[config.mk]
export PLATFORM = sky130hd
export DESIGN_NAME = shadowmask_loader
export DESIGN_NICKNAME = d
export VERILOG_FILES = /design/src/rtl/shadowmask_loader.sv
export SDC_FILE = /design/constraint.sdc
export NUM_CORES = 1
export LEC_CHECK = 0
export CAP_MARGIN = 20
export CORE_MARGIN = 4
export CORE_UTILIZATION = 45
export CTS_CLUSTER_DIAMETER = 200
export DETAILED_ROUTE_END_ITERATION = 10
export GPL_ROUTABILITY_DRIVEN = 0
export SLEW_MARGIN = 15
export SYNTH_ARGS = -nofsm -noshare
export SYNTH_HDL_FRONTEND = slang
export SYNTH_SLANG_ARGS = --single-unit
[constraint.sdc]
create_clock -name clk_sys -period 7.5 [get_ports clk_sys]
set_clock_uncertainty 0.15 [all_clocks]
set_input_delay 1.875 -clock clk_sys [delete_from_list [all_inputs] [get_ports clk_sys]]
set_output_delay 1.875 -clock clk_sys [all_outputs]
set_load 0.03 [all_outputs]
[src/rtl/shadowmask_loader.sv]
// Mask-file loader for the shadow-mask stage: buffers an ioctl download, validates it and
// replays it as the 16-bit command stream, re-issuing the control word on OSD changes.
module shadowmask_loader #(
  parameter int unsigned CMD_GAP = 0,
  parameter logic [15:0] MAGIC   = 16'h534D
) (
  input  logic        clk_sys,
  input  logic        reset_n,
  input  logic        ioctl_download,
  input  logic        ioctl_wr,
  input  logic [7:0]  ioctl_addr,
  input  logic [15:0] ioctl_dout,
  input  logic        osd_enable,
  input  logic        osd_rotate,
  output logic        cmd_wr,
  output logic [15:0] cmd_out,
  output logic        busy,
  output logic        load_error,
  output logic        mask_valid
);

  localparam logic [1:0] S_IDLE  = 2'd0;
  localparam logic [1:0] S_RECV  = 2'd1;
  localparam logic [1:0] S_CHECK = 2'd2;
  localparam logic [1:0] S_SEND  = 2'd3;

  localparam logic [6:0] LAST_CMD = 7'd71;
  localparam logic [3:0] GAP      = 4'(CMD_GAP);

  logic [1:0]  state;
  logic        dl_prev;
  logic [15:0] file_buf [0:18];
  logic [18:0] recv_mask;
  logic [6:0]  cmd_idx;
  logic [3:0]  gap_cnt;
  logic [1:0]  last_sent;

  logic        dl_rise;
  logic        dl_fall;
  logic        wr_ok;
  logic [4:0]  wr_idx;
  logic [18:0] wr_bit;
  logic        file_ok;
  logic [1:0]  osd_now;
  logic        refresh;
  logic        rot;
  logic [5:0]  lut_n;
  logic [15:0] lut_word;
  logic [3:0]  lut_val;
  logic [15:0] ctrl_final;
  logic [15:0] cmd_word;

  assign dl_rise = ioctl_download & ~dl_prev;
  assign dl_fall = ~ioctl_download & dl_prev;
  assign wr_ok   = ioctl_download & ioctl_wr & (ioctl_addr < 8'd38);
  assign wr_idx  = ioctl_addr[5:1];
  assign wr_bit  = wr_ok ? (19'd1 << wr_idx) : 19'd0;
  assign file_ok = (file_buf[0] == MAGIC) && (&recv_mask);
  assign osd_now = {osd_enable, osd_rotate};
  // A new download outranks a pending control refresh.
  assign refresh = (state == S_IDLE) && mask_valid && (osd_now != last_sent) && !dl_rise;
  assign busy    = (state != S_IDLE);

  always_ff @(posedge clk_sys) begin
    if (wr_ok) file_buf[wr_idx] <= ioctl_dout;
  end

  always_comb begin
    rot        = file_buf[1][9] ^ osd_rotate;
    ctrl_final = {13'b0, rot, file_buf[1][8], osd_enable};
    lut_n      = cmd_idx[5:0] - 6'd7;
    lut_word   = file_buf[5'd3 + {1'b0, lut_n[5:2]}];
    case (lut_n[1:0])
      2'd0:    lut_val = lut_word[3:0];
      2'd1:    lut_val = lut_word[7:4];
      2'd2:    lut_val = lut_word[11:8];
      default: lut_val = lut_word[15:12];
    endcase
    // The opening control word forces the mask off while the tables are rewritten.
    case (cmd_idx)
      7'd0:     cmd_word = {13'b0, rot, file_buf[1][8], 1'b0};
      7'd1:     cmd_word = {3'b001, 9'b0, file_buf[1][7:4]};
      7'd2:     cmd_word = {3'b010, 9'b0, file_buf[1][3:0]};
      7'd3:     cmd_word = {3'b100, 10'b0, file_buf[2][2:0]};
      7'd4:     cmd_word = {3'b100, 8'b0, 2'b10, file_buf[2][5:3]};
      7'd5:     cmd_word = {3'b101, 9'b0, file_buf[2][11:8]};
      7'd6:     cmd_word = {3'b101, 8'b0, 1'b1, file_buf[2][15:12]};
      LAST_CMD: cmd_word = ctrl_final;
      default:  cmd_word = {3'b011, 3'b0, lut_n, lut_val};
    endcase
  end

  always_ff @(posedge clk_sys or negedge reset_n) begin
    if (!reset_n) begin
      state      <= S_IDLE;
      dl_prev    <= 1'b0;
      recv_mask  <= 19'd0;
      cmd_idx    <= 7'd0;
      gap_cnt    <= 4'd0;
      last_sent  <= 2'b00;
      cmd_wr     <= 1'b0;
      cmd_out    <= 16'd0;
      load_error <= 1'b0;
      mask_valid <= 1'b0;
    end else begin
      dl_prev   <= ioctl_download;
      cmd_wr    <= 1'b0;
      recv_mask <= (dl_rise ? 19'd0 : recv_mask) | wr_bit;
      case (state)
        S_IDLE: begin
          if (dl_rise) begin
            state      <= S_RECV;
            load_error <= 1'b0;
            cmd_idx    <= 7'd0;
          end else if (refresh) begin
            cmd_wr    <= 1'b1;
            cmd_out   <= ctrl_final;
            last_sent <= osd_now;
          end
        end
        S_RECV: begin
          if (dl_fall) state <= S_CHECK;
        end
        S_CHECK: begin
          if (file_ok) begin
            cmd_wr  <= 1'b1;
            cmd_out <= cmd_word;
            cmd_idx <= 7'd1;
            gap_cnt <= GAP;
            state   <= S_SEND;
          end else begin
            load_error <= 1'b1;
            state      <= S_IDLE;
          end
        end
        S_SEND: begin
          // The final word samples the OSD live, so changes during the send are absorbed here.
          if (dl_rise) begin
            state      <= S_RECV;
            mask_valid <= 1'b0;
            load_error <= 1'b0;
            cmd_idx    <= 7'd0;
          end else if (gap_cnt != 4'd0) begin
            gap_cnt <= gap_cnt - 4'd1;
          end else begin
            cmd_wr  <= 1'b1;
            cmd_out <= cmd_word;
            gap_cnt <= GAP;
            if (cmd_idx == LAST_CMD) begin
              state      <= S_IDLE;
              mask_valid <= 1'b1;
              last_sent  <= osd_now;
              cmd_idx    <= 7'd0;
            end else begin
              cmd_idx <= cmd_idx + 7'd1;
            end
          end
        end
        default: state <= S_IDLE;
      endcase
    end
  end

endmodule

### Word level (Yosys, flattened, before mapping)

Memory sizes are Yosys's and may differ from the RTL's.
Cells that the tools add are included.

| word-level totals | value |
|---|---|
| register bits after elaboration | 54 |
| bits in writable memories | 304 |
| input bits | 30 |
| output and inout port bits | 20 |
| word-level logic and storage cells | 123 |
| memories kept | 1 |

Memory list:

| name | depth | bits a word | read ports | clocked after Yosys merged registers in | write ports | RTL line | text |
|---|---|---|---|---|---|---|---|
| file_buf | 19 | 16 | 4 | 0 | 1 | 32 | `logic [15:0] file_buf [0:18];` |

| operators by class | value |
|---|---|
| add/subtract/negate cells | 4 |
| $lt $le $gt $ge | 1 |
| equal/unequal tests | 27 |
| shifts and indexed selects | 1 |
| mux-type cells | 47 |
| bitwise logic cells | 8 |
| reductions and logical operators | 24 |

Operators with widths:

| operator | count |
|---|---|
| 16-bit one-hot mux with 8 select lines | 1 |
| 16-bit 2-to-1 mux | 5 |
| 16-bit one-hot mux with 3 select lines | 1 |
| 19-bit 2-to-1 mux | 2 |
| 7-bit 2-to-1 mux | 5 |
| 2-bit 2-to-1 mux | 11 |
| 7-bit by 3-bit == test with 1-bit output (second input constant) | 3 |
| 7-bit one-hot mux with 3 select lines | 1 |
| 2-bit != test (second input constant) | 10 |
| 19-bit OR | 1 |
| 19-bit AND reduction | 1 |
| 1-bit by 5-bit left shift with 19-bit output (first input constant) | 1 |
| 16-bit by 15-bit == test with 1-bit output (second input constant) | 1 |
| 7-bit by 2-bit == test with 1-bit output (second input constant) | 2 |
| 1-bit 2-to-1 mux | 12 |
| 4-bit 2-to-1 mux | 3 |
| 4-bit one-hot mux with 3 select lines | 1 |
| 6-bit AND reduction | 2 |
| 2-bit nonzero test | 5 |
| 3-bit AND reduction | 3 |
| 8-bit by 6-bit less-than comparator with 1-bit output (second input constant) | 1 |
| 2-bit one-hot mux with 4 select lines | 1 |
| 4-bit one-hot mux with 2 select lines | 1 |
| 4-bit AND reduction | 2 |
| other kinds (24) | 36 |

### Logic depth before layout (Yosys ltp)

Gate-level depths: netlist (run 1).
An unclocked memory read counts as a cell.

| logic depth | value |
|---|---|
| depth after elaboration | 8 |
| depth in mapped cells | 16 |
| mapped depth without buffers | 10 |

### Worst setup path before layout (run 1)

Ideal clock, no wire load.

| path | value |
|---|---|
| kind | reg2reg |
| start point | register cmd_idx[0] |
| end point | register cmd_out[1] |
| setup time | 0.121 ns |
| arrival | 3.727 ns |
| required time | 7.229 ns |
| slack | 3.502 ns |
| cell stages (with the launch flop) | 17 |
| clock period less this slack | 3.998 ns |
| cell sequence | dfrtp_1 ha_1 buf_4 xnor2_2 buf_6 buf_4 buf_4 ha_1 buf_2 clkbuf_1 clkbuf_1 mux4_2 a222oi_1 nor2_1 a31oi_1 o211a_1 o21ai_1 |

| on the way | value |
|---|---|
| longest elaborated chain between the ends | 8 |
| elaborated cells on any way between the ends | 20 |

RTL lines:

| element | RTL line | text |
|---|---|---|
| start, declared | 34 | `logic [6:0] cmd_idx;` |
| start signal, assigned | 155 | `cmd_idx <= cmd_idx + 7'd1;` |
| 6-bit by 3-bit subtractor with 6-bit output | 71 | `lut_n = cmd_idx[5:0] - 6'd7;` |
| 2-bit by 4-bit adder with 5-bit output | 72 | `lut_word = file_buf[5'd3 + {1'b0, lut_n[5:2]}];` |
| memory 19 x 16 bit | -- |  |
| 4-bit one-hot mux with 3 select lines | 73 | `case (lut_n[1:0])` |
| 16-bit one-hot mux with 8 select lines * | 80 | `case (cmd_idx)` |
| 16-bit 2-to-1 mux | 143 | `end else if (gap_cnt != 4'd0) begin` |
| 16-bit 2-to-1 mux | 138 | `if (dl_rise) begin` |
| 16-bit one-hot mux with 3 select lines * | 109 | `case (state)` |
| end signal, assigned | 117 | `cmd_out <= ctrl_final;` |
| end signal, assigned | 127 | `cmd_out <= cmd_word;` |
| end signal, assigned | 147 | `cmd_out <= cmd_word;` |
| end, declared | 16 | `output logic [15:0] cmd_out,` |

Mark *: on every way between the ends. The rest lies on a longest branch, timed or not. The select of a mux whose other input is x is not followed.
A chain may end at the register's enable or synchronous reset.

### Worst setup path after layout (run 1)

| path | value |
|---|---|
| start point | register cmd_idx[2] |
| end point | register cmd_out[0] |

Same word-level chain as after synthesis.

==> flow_summary.toml, run 1 <==
[status]
status = "completed"

[logic_synthesis]
synth.most_common_cell = "edfxtp_1"
synth_ff_type = "edfxtp_1"
synthXorXnorAreaFrac_pct = 0.651
yosysTopAreaCell = "edfxtp_1"
syn_inst = 894
synth_top_area_share_pct = 62.5
synth-simple-area-share_pct = 6.37
synthesis.area_sq_um = 15400
synthArstFlopShare_pct = 13.7
ys_seq_area_share_pct = 70.8
synth_common_cells = "edfxtp_1, mux4_2, nand2_1"
synthTopCellsByArea = "edfxtp_1, mux4_2, dfrtp_1"
synth_top_family_by_area = "multiplexers"
ys_seq_elements = 371
yosys.cell_types.count = 66
muxShareOfSynthArea_pct = 13.0
synthAdderAreaFrac_pct = 1.30
synth-edff-count = 320
synth_compound_area_share_pct = 5.85
yosysWarnings = 0
synth_area_per_cell_sq_um = 17.2

[global_route]
grt_use_total_pct = 19.1
grt_pass1_wl_um = 52600
grt-ovfl-total = 0
grt-busiest-layer = "met2"
grt_use_met2_pct = 31.1
first_global_vias = 8415
antenna_found_initial = 1
grt_util_met3_pct = 3.89
grt_max_degree = 62
grt_util_met1_pct = 26.6

[timing]
fin_crit_ns = 4.49
worstMarginPinSlew_ns = 1.14
hold_viol = 0
tns_ns = 0
max_freq_ghz = 0.223
slew_viol_final = 0
rsz0062_at_grt = "no"
fin_crit_sh_pct = 59.8
hold_slack_ns = 0.324
fin_ws_ns = 3.01
setup_viol = 0
relSlewSlack_pct = 24.0

[placement]
dp_worst_setup_slack_ns = 2.61
portBuffers = 45
dp_cells = 1379
dp_hpwl_um = 22000
place_area_sq_um = 16400

[cts]
cts_hold_buf = 0
cts.sinks = 371
ctsResizeCount = 0
clkLatencyLatePin_ns = 0.52
tritoncts = "built"
htree_levels = 2
cts_root_buffer = "clkbuf_16"
clkTransAtPathRegs_ns = 0.06
cts_setup_buffers = 0
clockBufferDepth = 3
numCtsBuffers = 39

[die]
dieHeight_um = 193
die_w_um = 193
coreArea_sq_um = 33600
ios = 50
start_util_pct = 45.7
fp.dieArea_sq_um = 37200
num_rows = 67

[critical_path]
end_kind = "register"
cpPeakStageDelay_ns = 0.92
rrSetupSlack_ns = 3.01
slowest_stage = "dfrtp_1"
r2r-start = "cmd_idx[2]$_DFFE_PN0P_"
crit_start = "cmd_idx[2]$_DFFE_PN0P_"
critPathMaxFanout = 61
reg2reg_depth = 10
critPathLaunchType = "register"
path_class = "register to register"
crit_top_cell = "mux2i_1"
crit_buf_inv = 1
cp.depth = 10
cp-endpoint = "cmd_out[0]$_DFFE_PN0P_"
crit_family = "flip-flops"
crit_chain = "nand3_1, xnor2_1, ha_4, buf_4, mux4_2, mux2i_1, mux2i_1, a32o_1, o211ai_1, a21oi_1"
arrival_ns = 4.73
rr_endpoint = "cmd_out[0]$_DFFE_PN0P_"
cp.required_ns = 7.74

[route]
vias_per_cell = 5.69
ant_nets = 0
drtPass1Iterations = 5
num_vias = 8241
post_drt_wl_per_cell_um = 23.8
drc_errors = 0
drt_iter0_drc = 720
routed_wirelength_um = 34500

[pwr]
ir_worst_vdd_mv = 0.178
powerDensity_nw_per_um2 = 303
power_leakage_nw = 6.20
total_power_mw = 5.36

[finish]
num_antenna_cells = 0
final_cells = 1448
fin_nets = 1019
drive_gt1_share_pct = 19.0
fin_util_pct = 52.6
nFillCells = 2757
syn2layout_area_growth_pct = 15.0
final_area_sq_um = 17700

[run]
max_cap_viol_count = 0

[worst_hold_path]
hold_class = "register to register"
[flip-flops by register name (all words and copies together) (netlist names)]
register    flops
mask_valid      1
load_error      1
cmd_out        13
last_sent       2
cmd_idx         7
dl_prev         1
gap_cnt         4
recv_mask      19
file_buf      320
cmd_wr          1
state           2
[cell usage in the layout (no fill, tap or decap), drive strengths merged, types with 10 or more instances in the layout]
cell	Yosys	final
a21o	21	21
buf	22	25
clkdlybuf4s50	0	44
o21ai	27	27
inv	13	14
o31ai	10	10
edfxtp	320	320
a21oi	23	23
nand2	79	79
nand3	34	34
nor2	40	40
conb	1	19
clkbuf	27	47
clkinv	0	14
dfrtp	51	51
ha	16	16
mux4	81	81
[final cells by class]
cell class / count / area [sq um] / share of cell area (%)
flip-flops and latches: 371 / 10900 / 61.6
multi-input cells: 479 / 4310 / 24.4
clock buffers: 47 / 1010 / 5.69
repair buffers: 69 / 652 / 3.69
well taps: 448 / 561 / 3.17
clock inverters: 21 / 208 / 1.18
inverters: 13 / 48.8 / 0.276
[metal layers]
| layer | share of wire [%] | routed length [um] |
|---|---|---|
| met5 | 0 | 0 |
| met3 | 7.3 | 2510 |
| met1 | 42 | 14400 |
| met4 | 2.1 | 736 |
| met2 | 49 | 16800 |
[cells by family (layout without fill, tap and decap cells)]
logic type               after synthesis  after routing
buffers and inverters                 62            150
multiplexers                          97             97
flip-flops                           371            371
other                                  1             19
AO/OA/AOI/OAI                        131            131
AND/OR/NAND/NOR                      207            207
XOR/XNOR                               9              9
adder cells (fa/ha/maj)               16             16
[worst reg2reg max path, stage by stage, from the launching register on]
cell and delay (ns):
dfrtp_1 0.92, nand3_1 0.39, xnor2_1 0.43, ha_4 0.79
buf_4 0.48, mux4_2 0.37, mux2i_1 0.16, mux2i_1 0.09
a32o_1 0.26, o211ai_1 0.22, a21oi_1 0.09
[report_power, final]
part	total [mW]	switching [mW]	internal, mW
combinational	1.16	0.690	0.474
sequential	2.36	0.0498	2.31
clock	1.84	0.746	1.09
[how the worst min path moves through the flow]
stage,start,to,depth (start not counted)
final,cmd_out[5]$_DFFE_PN0P_,cmd_out[5]$_DFFE_PN0P_,2
after floorplan,recv_mask[2]$_DFF_PN0_,recv_mask[2]$_DFF_PN0_,1
after global placement,recv_mask[18]$_DFF_PN0_,recv_mask[18]$_DFF_PN0_,1
after global routing,recv_mask[6]$_DFF_PN0_,recv_mask[6]$_DFF_PN0_,1
after CTS,recv_mask[15]$_DFF_PN0_,recv_mask[15]$_DFF_PN0_,1
after detailed placement,cmd_out[5]$_DFFE_PN0P_,cmd_out[5]$_DFFE_PN0P_,2
(Power assumes the default switching activity.)
==> inputs of run 2 (changes only) <==
Clock period 7.5 ns to 3.75 ns, I/O delays scaled along.
==> run 2 against run 1 <==
Hold slack better by 0.00063 ns. Setup slack got worse by 2.7 ns. Sequential share of layout area decreased by 0.74 points. First-iteration DRC count rose by 8.3%. Register-to-register slack lost 2.7 ns. Global-route usage increased by 0.44 points. Power grew 100%. Via count is 2.2% higher. Die area did not move. Sequential power increased by 99%. Routed wire length is 3.2% higher.
==> flow_summary.toml, run 2 (same netlist as run 1, synthesis figures left out) <==
[die]
dieHeight_um = 193
fp.dieArea_sq_um = 37200
coreArea_sq_um = 33600
start_util_pct = 45.7
num_rows = 67
die_w_um = 193
ios = 50

[critical_path]
path_class = "register to register"
slowest_stage = "buf_4"
arrival_ns = 3.71
crit_chain = "ha_1, xnor2_4, buf_4, mux2_2, a22oi_1, mux2i_1, a2111oi_0, buf_4, a31oi_1, o211ai_1, a21oi_1"
cp.required_ns = 3.98
crit_family = "compound AO/OA/AOI/OAI gates"
end_kind = "register"
crit_buf_inv = 2
critPathMaxFanout = 27
cpPeakStageDelay_ns = 0.51
critPathLaunchType = "register"
crit_top_cell = "buf_4"

[route]
vias_per_cell = 5.72
routed_wirelength_um = 35600
post_drt_wl_per_cell_um = 24.2
drc_errors = 0
drt_iter0_drc = 780
num_vias = 8422
drtPass1Iterations = 5
ant_nets = 0

[cts]
cts_hold_buf = 0
clockBufferDepth = 3
htree_levels = 2
clkTransAtPathRegs_ns = 0.06
ctsResizeCount = 0
clkLatencyLatePin_ns = 0.53
cts.sinks = 371
cts_root_buffer = "clkbuf_16"
numCtsBuffers = 40
cts_setup_buffers = 0
tritoncts = "built"

[finish]
multi_input_area_sq_um = 4310
layout_commonest_cell = "edfxtp_1"
drive_gt1_share_pct = 20.6
largestRegisters = "file_buf x320, recv_mask x19, cmd_out x13"
syn2layout_area_growth_pct = 16.4
regMostFlops = "file_buf"
seqCellArea_sq_um = 10900
final_area_sq_um = 17900
fin_nets = 1042
nFillCells = 2686
num_antenna_cells = 0
largest_reg_flops = 320
final_cells = 1472
layout_common_cells = "edfxtp_1, mux4_2, nand2_1"

[timing]
fin_crit_ns = 3.48
hold_viol = 0
hold_slack_ns = 0.324
worstMarginPinSlew_ns = 0.948
slew_viol_final = 0
fin_crit_sh_pct = 92.8
setup_viol = 0
tns_ns = 0
rsz0062_at_grt = "no"
relSlewSlack_pct = 36.6
max_freq_ghz = 0.287

[placement]
place_area_sq_um = 16700
portBuffers = 45
dp_cells = 1402
dp_hpwl_um = 22600

[run]
max_cap_viol_count = 0

[global_route]
grt_use_met2_pct = 31.3
grt_util_met3_pct = 3.29
grt-ovfl-total = 0
grt-busiest-layer = "met2"
grt_use_total_pct = 19.5
grt_pass1_wl_um = 53700
first_global_vias = 8442
antenna_found_initial = 0
grt_max_degree = 52
grt_util_met1_pct = 28.6

[pwr]
ir_worst_vdd_mv = 0.387
power_leakage_nw = 6.34
total_power_mw = 10.9
powerDensity_nw_per_um2 = 609

[worst_hold_path]
hold_class = "register to register"

[status]
status = "completed"
## run 2: cell count changes in the layout (fill, tap and decap cells not counted)
cell	change
buf_12	+5
buf_4	+21
buf_6	-1
buf_8	-3
bufinv_16	-2
clkbuf_16	+2
clkbuf_8	+2
clkinv_1	+3
clkinv_2	-3
clkinvlp_4	-2
inv_4	+1
inv_6	+1
## run 2: path summary, 6_finish.rpt
kind                                      endpoint  slack [ns]                    start  cells past startpoint
setup reg to reg            cmd_out[0]$_DFFE_PN0P_        0.27   cmd_idx[0]$_DFFE_PN0P_                     11
setup / recovery            cmd_out[0]$_DFFE_PN0P_        0.27   cmd_idx[0]$_DFFE_PN0P_                     11
min in group asynchronous         cmd_wr$_DFF_PN0_        0.38                  reset_n                      2
hold reg to reg            cmd_out[14]$_DFFE_PN0P_        0.32  cmd_out[14]$_DFFE_PN0P_                      2
hold / removal             cmd_out[14]$_DFFE_PN0P_        0.32  cmd_out[14]$_DFFE_PN0P_                      2
max in group asynchronous  cmd_out[13]$_DFFE_PN0P_        2.61                  reset_n                      2
## run 2: routing by layer
layer / wire, um / share of wire [%] / up-vias
met5: 0 / 0 / -
met4: 642 / 1.8 / 0
met3: 2280 / 6.4 / 51
met2: 17100 / 48 / 294
met1: 15600 / 44 / 4333
li1: - / - / 3744
## run 2: layout make-up
type / count / share of cell area, %
multi-input combinational: 479 / 24.1
inverter: 13 / 0.273
clock inverter: 19 / 0.804
timing repair buffer: 91 / 4.77
sequential: 371 / 60.9
tap: 448 / 3.13
clock buffer: 51 / 6.06
## run 2: report_power, final
part / switching, mW / leakage [nW] / internal (mW)
Sequential: 0.0814 / 3.57 / 4.62
Combinational: 1.44 / 2.16 / 1.07
Clock: 1.52 / 0.600 / 2.17
## run 2: worst min-delay path, cell delays in order (launching register included)
cell     delay (ns)
dfrtp_1        0.34
nand2_1        0.04
o21ai_0        0.05
## run 2: metrics by stage
step / util (%) / worst slack [ns]
finish: 53.2 / 0.270
global route: 53.2 / 0.0125
CTS: 53.2 / 0.207
detailed placement: 49.6 / 0.270
global placement: 49.6 / 0.284
floorplan: - / -0.0106
